**src/rtl/ptr_ka10.sv**
```systemverilog
// rtl/ptr_ka10.sv - KA10 paper tape reader (device 104), alpha/binary frame assembly.
// Binary mode is built only when PTR_BINARY_EN is defined.
module ptr_ka10 (
  input  logic        clk,
  input  logic        reset,
  input  logic        iobus_iob_poweron,
  input  logic        iobus_iob_reset,
  input  logic        iobus_datao_clear,
  input  logic        iobus_datao_set,
  input  logic        iobus_cono_clear,
  input  logic        iobus_cono_set,
  input  logic        iobus_iob_fm_datai,
  input  logic        iobus_iob_fm_status,
  input  logic [3:9]  iobus_ios,
  input  logic [0:35] iobus_iob_in,
  output logic [1:7]  iobus_pi_req,
  output logic [0:35] iobus_iob_out,
  input  logic        s_write,
  input  logic [31:0] s_writedata,
  input  logic        s_read,
  output logic [31:0] s_readdata,
  output logic        fe_data_rq
);

  logic        sel;
  logic        clr_lvl_q, clr_lvl_d;
  logic        set_lvl_q, set_lvl_d;
  logic        dti_lvl_q, dti_lvl_d;
  logic        clr_edge, set_edge, dti_edge;
  logic [33:35] pia_q, pia_d;
  logic        done_q, done_d;
  logic        busy_q, busy_d;
  logic [0:35] rbuf_q, rbuf_d;
  logic        accept;
  logic [0:35] coni_w;

`ifdef PTR_BINARY_EN
  logic        binary_q, binary_d;
  logic [2:0]  fcnt_q, fcnt_d;
`else
  logic        binary_q;
  logic [2:0]  fcnt_q;
  assign binary_q = 1'b0;
  assign fcnt_q   = 3'd0;
`endif

  wire unused_ok = &{1'b0, iobus_datao_clear, iobus_datao_set, iobus_iob_in[0:30],
                     s_writedata[31:8]};

  assign sel       = (iobus_ios == 7'b001_000_1);
  assign clr_lvl_d = sel & iobus_cono_clear;
  assign set_lvl_d = sel & iobus_cono_set;
  assign dti_lvl_d = sel & iobus_iob_fm_datai;
  assign clr_edge  = clr_lvl_d & ~clr_lvl_q;
  assign set_edge  = set_lvl_d & ~set_lvl_q;
  assign dti_edge  = dti_lvl_d & ~dti_lvl_q;

  assign fe_data_rq = busy_q & ~done_q;
  assign accept     = s_write & fe_data_rq;

  // Lowest priority event is applied first so later (higher priority) ones override it.
  always_comb begin
    pia_d  = pia_q;
    done_d = done_q;
    busy_d = busy_q;
    rbuf_d = rbuf_q;
`ifdef PTR_BINARY_EN
    binary_d = binary_q;
    fcnt_d   = fcnt_q;
`endif
    if (accept) begin
      if (binary_q) begin
`ifdef PTR_BINARY_EN
        if (s_writedata[7]) begin
          rbuf_d = {rbuf_q[6:35], s_writedata[5:0]};
          if (fcnt_q == 3'd5) begin
            fcnt_d = 3'd0;
            done_d = 1'b1;
            busy_d = 1'b0;
          end else begin
            fcnt_d = fcnt_q + 3'd1;
          end
        end
`endif
      end else begin
        rbuf_d = {28'b0, s_writedata[7:0]};
        done_d = 1'b1;
        busy_d = 1'b0;
      end
    end
    if (dti_edge) begin
      done_d = 1'b0;
      busy_d = 1'b1;
`ifdef PTR_BINARY_EN
      fcnt_d = 3'd0;
`endif
    end
    if (set_edge) begin
      pia_d  = pia_q | iobus_iob_in[33:35];
      done_d = done_d | iobus_iob_in[32];
      busy_d = busy_d | iobus_iob_in[31];
`ifdef PTR_BINARY_EN
      binary_d = binary_d | iobus_iob_in[30];
`endif
    end
    if (clr_edge || iobus_iob_reset || !iobus_iob_poweron) begin
      pia_d  = 3'd0;
      done_d = 1'b0;
      busy_d = 1'b0;
      rbuf_d = 36'd0;
`ifdef PTR_BINARY_EN
      binary_d = 1'b0;
      fcnt_d   = 3'd0;
`endif
    end
  end

  always_ff @(posedge clk or negedge reset) begin
    if (!reset) begin
      clr_lvl_q <= 1'b0;
      set_lvl_q <= 1'b0;
      dti_lvl_q <= 1'b0;
      pia_q     <= 3'd0;
      done_q    <= 1'b0;
      busy_q    <= 1'b0;
      rbuf_q    <= 36'd0;
`ifdef PTR_BINARY_EN
      binary_q  <= 1'b0;
      fcnt_q    <= 3'd0;
`endif
    end else begin
      clr_lvl_q <= clr_lvl_d;
      set_lvl_q <= set_lvl_d;
      dti_lvl_q <= dti_lvl_d;
      pia_q     <= pia_d;
      done_q    <= done_d;
      busy_q    <= busy_d;
      rbuf_q    <= rbuf_d;
`ifdef PTR_BINARY_EN
      binary_q  <= binary_d;
      fcnt_q    <= fcnt_d;
`endif
    end
  end

  always_comb begin
    iobus_pi_req = 7'd0;
    for (int i = 1; i <= 7; i++) begin
      iobus_pi_req[i] = done_q && (pia_q == i[2:0]);
    end
  end

  always_comb begin
    coni_w        = 36'd0;
    coni_w[30]    = binary_q;
    coni_w[31]    = busy_q;
    coni_w[32]    = done_q;
    coni_w[33:35] = pia_q;
  end

  always_comb begin
    iobus_iob_out = 36'd0;
    if (sel && iobus_iob_fm_status) iobus_iob_out = iobus_iob_out | coni_w;
    if (sel && iobus_iob_fm_datai)  iobus_iob_out = iobus_iob_out | rbuf_q;
  end

  assign s_readdata = s_read ? {26'd0, fcnt_q, binary_q, done_q, busy_q} : 32'd0;

endmodule

```
**config.mk**
```make
export PLATFORM = sky130hd
export DESIGN_NAME = ptr_ka10
export DESIGN_NICKNAME = d
export VERILOG_FILES = /design/src/rtl/ptr_ka10.sv
export SDC_FILE = /design/constraint.sdc
export NUM_CORES = 1
export LEC_CHECK = 0
export BUFFER_PORTS_ARGS = -buffer_cell sky130_fd_sc_hd__buf_2
export CORE_MARGIN = 2
export CORE_UTILIZATION = 35
export DETAILED_ROUTE_END_ITERATION = 6
export GPL_TIMING_DRIVEN = 0
export PLACE_DENSITY = 0.86
export SYNTH_ARGS = -nofsm -noshare
export SYNTH_HDL_FRONTEND = slang
export SYNTH_SLANG_ARGS = --single-unit
```
**constraint.sdc**
```tcl
create_clock -name clk -period 1.9 [get_ports clk]
set_input_delay 0.095 -clock clk [delete_from_list [all_inputs] [get_ports clk]]
set_output_delay 0.095 -clock clk [all_outputs]
set_load 0.01 [all_outputs]
```
Word level (Yosys, flattened, before mapping)
Index checks and enable logic that the tools add are counted.
Widths: inputs -> output; s select.
{ "totals": {"out_inout_bits": 76, "reg_bits": 44} }
{ "classes": {"n_eq_ne": 8, "n_reduce_logical": 14, "n_mux": 15, "bitwise": 16} }
{ "ops": {"columns": ["cell", "count"], "rows": [
  ["$mux 36", 3],
  ["$or 36x36->36", 1],
  ["$eq 3x3->1 const B", 4],
  ["$logic_and 1x1->1", 9],
  ["$and 1x1->1", 8],
  ["$mux 1", 8],
  ["$eq 7x5->1 const B", 1],
  ["$eq 3x2->1 const B", 2],
  ["$mux 3", 2],
  ["$mux 5", 1],
  ["$not 1->1", 4],
  ["$reduce_bool 2->1", 2],
  ["$eq 3x1->1 const B", 1],
  ["$or 3x3->3", 1],
  ["$logic_or 1x1->1", 2],
  ["$mux 2", 1],
  ["$or 1x1->1", 2],
  ["$logic_not 1->1", 1]
]} }

Depth between registers and ports, before layout
Gate-level depths: netlist (run 1).
{ "logic_depth": {"depth_word": 8, "depth_mapped": 4, "ltp_nobuf": 3} }

Least setup slack after synthesis (run 1)
OpenSTA, ideal clock, no wires.
{ "synth_path": {"kind": "register -> register", "from": "register done_q", "to": "register busy_q", "stages_incl_launch_ff": 5, "path_buffers": 1, "period_less_slack_ps": 1093, "arrival_time_ps": 969, "slack_ps": 807, "cell_sequence": "dfrtp_1 > nand3b_1 > buf_2 > a32oi_1 > a21oi_1"} }
{ "synth_between": {"elab_chain_len": 8} }
{ "synth_rtl": {"columns": ["element", "line", "rtl"], "rows": [
  ["start, declared", "31", "logic done_q, done_d;"],
  ["start signal, assigned", "136", "done_q <= done_d;"],
  ["$not 1->1 (*)", "58", "assign fe_data_rq = busy_q & ~done_q;"],
  ["$and 1x1->1 (*)", "58", null],
  ["$and 1x1->1 (*)", "59", "assign accept = s_write & fe_data_rq;"],
  ["$mux 1 (*)", "71", "if (accept) begin"],
  ["$mux 1 (*)", "91", "if (dti_edge) begin"],
  ["$or 1x1->1", "101", "busy_d = busy_d | iobus_iob_in[31];"],
  ["$mux 1 (*)", "98", "if (set_edge) begin"],
  ["$mux 1 (*)", "106", "if (clr_edge || iobus_iob_reset || !iobus_iob_poweron) begin"],
  ["named net busy_d", "32", "logic busy_q, busy_d;"],
  ["end signal, assigned", "137", "busy_q <= busy_d;"],
  ["end, declared", "32", null]
]} }
Mark *: on every way through the listed nets, which the timed path passes. The rest lies on a longest branch.
A chain may end at the register's enable or synchronous reset.

Worst setup path in the final report (run 1)
{ "layout_path": {"from": "input iobus_ios[4] (netlist bit)", "to": "output iobus_iob_out[31] (netlist bit)"} }
{ "layout_between": {"elab_chain_len": 5} }
{ "layout_rtl": {"columns": ["element", "line", "rtl"], "rows": [
  ["start, declared", "14", "input logic [3:9] iobus_ios,"],
  ["$eq 7x5->1 (*)", "50", "assign sel = (iobus_ios == 7'b001_000_1);"],
  ["$logic_and 1x1->1", "163", "if (sel && iobus_iob_fm_status) iobus_iob_out = iobus_iob_out | coni_w;"],
  ["$mux 5", "163", null],
  ["$or 36x36->36", "164", "if (sel && iobus_iob_fm_datai) iobus_iob_out = iobus_iob_out | rbuf_q;"],
  ["$mux 36 (*)", "164", null],
  ["end, declared", "17", "output logic [0:35] iobus_iob_out,"]
]} }
Every way passes the cells marked *; elsewhere a longest branch is shown, timed or not.

==> results of run 1 <==
==> per-stage QoR <==
| stage | hold slack, ns | power, mW | cell area (um^2) |
|---|---|---|---|
| final | 0.07532 | 0.8550 | 1889 |
| after global routing | 0.09521 | 0.8965 | 1889 |
| after CTS | 0.07238 | 0.8608 | 1889 |
| after detailed placement | 0.02997 | 0.5486 | 1824 |
| after global placement | 0.02290 | 0.5471 | 1824 |
| after floorplan | -0.2006 | 0.5043 | 1529 |
==> flip-flops by register name, indices dropped and copies added (netlist names) <==
name / count
set_lvl_q: 1
busy_q: 1
dti_lvl_q: 1
done_q: 1
clr_lvl_q: 1
pia_q: 3
rbuf_q: 8
==> cell usage in the layout, fill, tap and decap left out <==
cell / instances
sky130_fd_sc_hd__a21oi_1: 3
sky130_fd_sc_hd__a31o_2: 1
sky130_fd_sc_hd__a32o_1: 5
sky130_fd_sc_hd__a32oi_1: 1
sky130_fd_sc_hd__a41o_2: 1
sky130_fd_sc_hd__a41oi_1: 3
sky130_fd_sc_hd__and2_0: 1
sky130_fd_sc_hd__and2_1: 3
sky130_fd_sc_hd__and3_1: 5
sky130_fd_sc_hd__and4bb_2: 1
sky130_fd_sc_hd__buf_2: 49
sky130_fd_sc_hd__buf_4: 59
sky130_fd_sc_hd__buf_6: 1
sky130_fd_sc_hd__clkbuf_8: 4
sky130_fd_sc_hd__conb_1: 58
sky130_fd_sc_hd__dfrtp_1: 16
sky130_fd_sc_hd__dlygate4sd3_1: 1
sky130_fd_sc_hd__inv_1: 2
sky130_fd_sc_hd__mux2i_1: 8
sky130_fd_sc_hd__nand2_1: 2
sky130_fd_sc_hd__nand2b_1: 4
sky130_fd_sc_hd__nand3b_1: 1
sky130_fd_sc_hd__nand4_1: 2
sky130_fd_sc_hd__nor2_1: 17
sky130_fd_sc_hd__nor2b_1: 2
sky130_fd_sc_hd__nor3_1: 1
sky130_fd_sc_hd__nor3b_2: 1
sky130_fd_sc_hd__nor4b_4: 1
==> worst paths after layout <==
kind / start / endpoint
max: iobus_ios[4] / iobus_iob_out[31]
min: s_writedata[1] / rbuf_q[34]
max reg2reg: done_q / rbuf_q[28]
min reg2reg: rbuf_q[29] / rbuf_q[29]
max in group asynchronous: reset / busy_q
min in group asynchronous: reset / rbuf_q[31]
==> report_power, final <==
group          total (mW)  switching, mW  internal (mW)
Clock               0.307          0.123          0.184
Sequential          0.341       0.000286          0.341
Combinational       0.207         0.0978          0.109
Total               0.855          0.221          0.634
==> routing by layer <==
layer / up-vias / wire (um)
li1: 590 / -
met1: 481 / 1136
met2: 72 / 1271
met3: 7 / 352
met4: 0 / 66
met5: - / 0
==> cell families (layout without fill, tap and decap cells) <==
group / after synthesis / count (layout) / share of synthesized area
AOI/OAI and AO/OA: 14 / 14 / 0.09135
buffers and inverters: 64 / 116 / 0.3587
DFF: 16 / 16 / 0.3045
muxes: 8 / 8 / 0.06090
other: 1 / 58 / 0.002852
and+or+nand+nor: 41 / 41 / 0.1817
==> cell type report <==
cell class	instances	area (um^2)
Clock buffer	4	55.05
Inverter	2	7.507
Tap cell	48	60.06
Multi-Input combinational cell	121	656.9
Sequential cell	16	400.4
Fill cell	353	1744
Buffer	62	464.2
Timing Repair Buffer	48	245.2
==> critical path: cells and delay by family <==
kind,cells,cell delay (ns)
buffers and inverters,2,0.25
AOI/OAI and AO/OA,1,0.19
and+or+nand+nor,2,0.77
==> out/results.tsv, run 1 <==
metric	value	unit
hpwlAfterDp	2.320	mm
cts.clk_slew.worst_paths	0.07	ns
synthArstFlopShare	1.000	
synth_cell_types	26	
max-slew-margin-rel	0.6471	
setup_viol	0	
synthMostInstantiatedCell	sky130_fd_sc_hd__buf_4	
postCtsSetupBuffers	0	
grt_use_met2	0.2411	
first_global_vias	1089	
synthToLayoutAreaGrowth	43.67	%
worst-endpoint-arrival	1.30	ns
initial_utilization	0.3619	
final_cell_count_no_fill	301	
fp.dieW	65.30	um
holdCritPathClass	input pin to flip-flop	
grt_max_degree	17	
yosysWarnings	0	
worst_hold_path.num_cells	3	
cts_hold_buffers	1	
max_freq	0.7165	GHz
grtUsageMet3	0.03082	
netlist_area	0.001315	mm^2
globalRouteTotalUtil	0.1377	
clkSinkCount	16	
htreeDepth	1	
synth_edf_count	0	
core-area	0.003633	mm^2
ir_drop	0.3661	mV
routed_wire_length_per_instance	9.392	um
antenna_found_initial	0	
cts_max_path_buffers	2	
regToRegSetupSlack	0.62	ns
numCtsBuffers	3	
rsz0062_at_grt	false	
setup_total_neg_slack	0	ns
drc	0	
cp_max_fo	9	
detailroute.via_count	1150	
worst_r2r_path_depth	4	
port_buffers	47	
grt_overflow_total	0	
grt_most_used_layer	met2	
critPathMaxStageDelay	0.47	ns
slowest_stage	sky130_fd_sc_hd__nor3b_2	
design.die.area	0.004263	mm^2
final_hold_viol_count	0	
initialDrtViolationCount	25	
finalCoreUtilization	0.5200	
fin_ws	0.5042	ns
fin_worst_skew	0.004135	ns
grt_pass1_wl	4.616	mm
share_of_cells_above_drive_strength_1	0.4664	
worst-slew-pin-transition	0.5270	ns
postSynth.topFlopCell	sky130_fd_sc_hd__dfrtp_1	
path_cells	buf_2, nor3b_2, and2_1, a32o_1, buf_2	
setup.worst_path.start_class	input pin	
worst_setup_path_end_kind	output pin	
drtPass1Iterations	4	
status	finished, final reports clean	
synthesis.instances	144	
worst_path_most_repeated_cell	sky130_fd_sc_hd__buf_2	
synth.largest_area_cell	sky130_fd_sc_hd__buf_4	
fin_crit	1.396	ns
count_of_nets_left_with_antenna_violations_after_detail_routing	0	
worstSetupPathType	input pin to output pin	
pre_cts_slack	0.5312	ns
route.detailed.vias_per_inst	3.821	
synth_top_cell_area_share	0.3368	
dominant_cells_by_area_after_synthesis	sky130_fd_sc_hd__buf_4 (34%), sky130_fd_sc_hd__dfrtp_1 (30%), sky130_fd_sc_hd__mux2i_1 (6.1%)	
leakagePower	1.177	nW
antenna_cells	0	
design.final.nets	341	
synth_top_cells_by_count	sky130_fd_sc_hd__buf_4 (59), sky130_fd_sc_hd__nor2_1 (17), sky130_fd_sc_hd__dfrtp_1 (16)	
syn_area_per_cell	9.132	um^2
globalRouteMet1Util	0.1572	
slew_viol_final	0	
pin_count	163	
gp_congestion	0.7093	
clk_latency	0.26	ns
die-height	65.30	um
drv_cap	0	
dpl.cell_count	296	
synth.ff_latch_count	16	
cell_at_the_root_of_the_clock_tree	sky130_fd_sc_hd__clkbuf_8	
critPathRequiredTime	1.80	ns
detail_route.wirelength	2.827	mm
powerDensity	452.5	mW/mm^2
tritoncts	done	
synth_seq_area_share	0.3045	
rows	22	
period_share	0.7346	
cts_repair_resize_count	0	
Note: power is estimated with default switching activity, not from simulation.
==> inputs of run 2 (changes only) <==
Settings changed: CORE_UTILIZATION 35 to 33, PLACE_DENSITY 0.86 to 0.82.
Clock period 1.9 ns to 1.5 ns, I/O delays scaled along.
==> run 2 against run 1 <==
Net effect:
- sequential cell count stayed put
- sequential power increased by 27%
- die area rose by 5.7%
- via count is 2.3% lower
- critical path depth did not move
- cell count fell by 0.33%
- worst hold slack worse by 0.011 ns
- clock power up 4%
- core utilization decreased by 1.9 points
- worst setup slack lost 0.37 ns
- wire length is 1.1% lower
==> out/results.tsv, run 2 (same netlist as run 1, synthesis figures left out) <==
metric	value	unit
slew_viol_final	0	
setup_viol	0	
tritoncts	done	
hold_worst_slack	0.06412	ns
regToRegSetupSlack	0.24	ns
hpwlAfterDp	2.309	mm
cell_at_the_root_of_the_clock_tree	sky130_fd_sc_hd__clkbuf_8	
leakagePower	1.169	nW
critPathRequiredTime	1.42	ns
grt_overflow_total	0	
fin_worst_skew	0.003689	ns
grt_max_degree	17	
design.final.nets	341	
reg.largest.list	rbuf_q x8, pia_q x3	
ir_drop	0.5913	mV
drc	0	
routed_wire_length_per_instance	9.317	um
layout.cells.most_common	sky130_fd_sc_hd__buf_4	
sw_frac_of_total	0.2622	
worst_setup_path_end_kind	output pin	
worst-endpoint-arrival	1.29	ns
final_cell_mix	sky130_fd_sc_hd__buf_4 (59), sky130_fd_sc_hd__conb_1 (58), sky130_fd_sc_hd__buf_2 (49)	
net-switching-power	0.2658	mW
whs_endpoint	rbuf_q[31]	
postCtsSetupBuffers	0	
internal_power	0.7479	mW
clock_power_share	0.314	
port_buffers	47	
htreeDepth	1	
cts_max_path_buffers	2	
largest_register_ffs	8	
clk_latency	0.25	ns
rsz0062_at_grt	false	
powerDensity	540.5	mW/mm^2
holdCritPathClass	input pin to flip-flop	
detail_route.wirelength	2.795	mm
pin_count	163	
fin_crit	1.362	ns
final_cell_count_no_fill	300	
detailroute.via_count	1124	
worst_hold_path.num_cells	3	
period_share	0.9077	
numCtsBuffers	3	
setup.worst_path.start_class	input pin	
initial_utilization	0.3513	
register_ranked_first_by_flip_flop_count	rbuf_q	
synthToLayoutAreaGrowth	42.63	%
cp_max_fo	9	
initialDrtViolationCount	10	
drv_cap	0	
status	finished, final reports clean	
hold_wc_startpoint	s_writedata[4]	
critPathLaunch	iobus_ios[4]	
worst_r2r_path_depth	4	
final.fill_count	362	
die-height	67.13	um
core-area	0.003744	mm^2
route.detailed.vias_per_inst	3.747	
share_of_cells_above_drive_strength_1	0.4643	
dpl.cell_count	296	
cts.clk_slew.worst_paths	0.06	ns
finalCoreUtilization	0.5010	
worstSetupPathType	input pin to output pin	
count_of_nets_left_with_antenna_violations_after_detail_routing	0	
grt_pass1_wl	4.188	mm
antenna_found_initial	0	
setup_total_neg_slack	0	ns
gp_congestion	0.6967	
drtPass1Iterations	4	
clkSinkCount	16	
worst_r2r_endpoint	rbuf_q[32]	
fp.dieW	67.13	um
max-slew-margin-rel	0.6436	
globalRouteTotalUtil	0.1248	
rows	22	
design.die.area	0.004506	mm^2
seq_power_share	0.427	
final_hold_viol_count	0	
max_freq	0.7344	GHz
power.share.combinational	0.259	
worst-slew-pin-transition	0.5323	ns
first_global_vias	970	
antenna_cells	0	
worst_r2r_startpoint	done_q	
==> run 2: cell count changes in the layout (fill, tap and decap cells not counted) <==
cell | previous run | this run
sky130_fd_sc_hd__clkbuf_8 | 4 | 3
==> run 2: power groups by stage <==
stage	clock network, mW	logic, mW	registers, mW
2_1_floorplan	0	0.198	0.440
6_report	0.319	0.262	0.432
3_3_place_gp	0	0.253	0.440
3_5_place_dp	0	0.255	0.440
5_1_grt	0.341	0.292	0.432
4_1_cts	0.320	0.257	0.432
==> run 2: timing repair <==
action                    in CTS  in global routing
gates resized for setup        0                  0
hold buffers                   1                  0
hold endpoints to repair      16                  0
==> run 2: worst max-delay path by stage <==
| stage | endpoint | slack (ns) | depth (start not counted) |
|---|---|---|---|
| after floorplan | busy_q | 0.41 | 4 |
| after global placement | iobus_iob_out[32] | 0.17 | 5 |
| after detailed placement | iobus_iob_out[32] | 0.17 | 5 |
| after CTS | iobus_iob_out[32] | 0.16 | 5 |
| after global routing | iobus_iob_out[34] | 0.06 | 5 |
| final | iobus_iob_out[32] | 0.14 | 5 |
==> run 2: per-layer routing <==
| metal | track usage | part of all wire | routed length (um) | vias up |
|---|---|---|---|---|
| li1 | - | - | - | 588 |
| met1 | 0.1399 | 0.40 | 1126 | 471 |
| met2 | 0.2252 | 0.47 | 1318 | 61 |
| met3 | 0.02196 | 0.11 | 301 | 4 |
| met4 | 0.06122 | 0.017 | 48 | 0 |
| met5 | 0 | 0 | 0 | - |
==> run 2: per-stage QoR <==
step / power, mW / setup slack (ns) / area, um^2
global placement: 0.6929 / 0.1703 / 1824
global route: 1.065 / 0.06109 / 1876
finish: 1.014 / 0.1384 / 1876
floorplan: 0.6387 / 0.4067 / 1529
detailed placement: 0.6949 / 0.1718 / 1824
CTS: 1.009 / 0.1639 / 1876
==> run 2: critical path, stage by stage <==
cell and delay, ns:
sky130_fd_sc_hd__buf_2 0.11, sky130_fd_sc_hd__nor3b_2 0.47, sky130_fd_sc_hd__and2_1 0.30, sky130_fd_sc_hd__a32o_1 0.20, sky130_fd_sc_hd__buf_2 0.13
==> run 2: cell type report <==
| cell class | instances | area, um^2 | share of cell area |
|---|---|---|---|
| Tap cell | 48 | 60.06 | 0.03202 |
| Clock buffer | 3 | 41.29 | 0.02201 |
| Inverter | 2 | 7.507 | 0.004003 |
| Timing Repair Buffer | 48 | 245.2 | 0.1308 |
| Buffer | 62 | 464.2 | 0.2475 |
| Multi-Input combinational cell | 121 | 656.9 | 0.3502 |
| Sequential cell | 16 | 400.4 | 0.2135 |
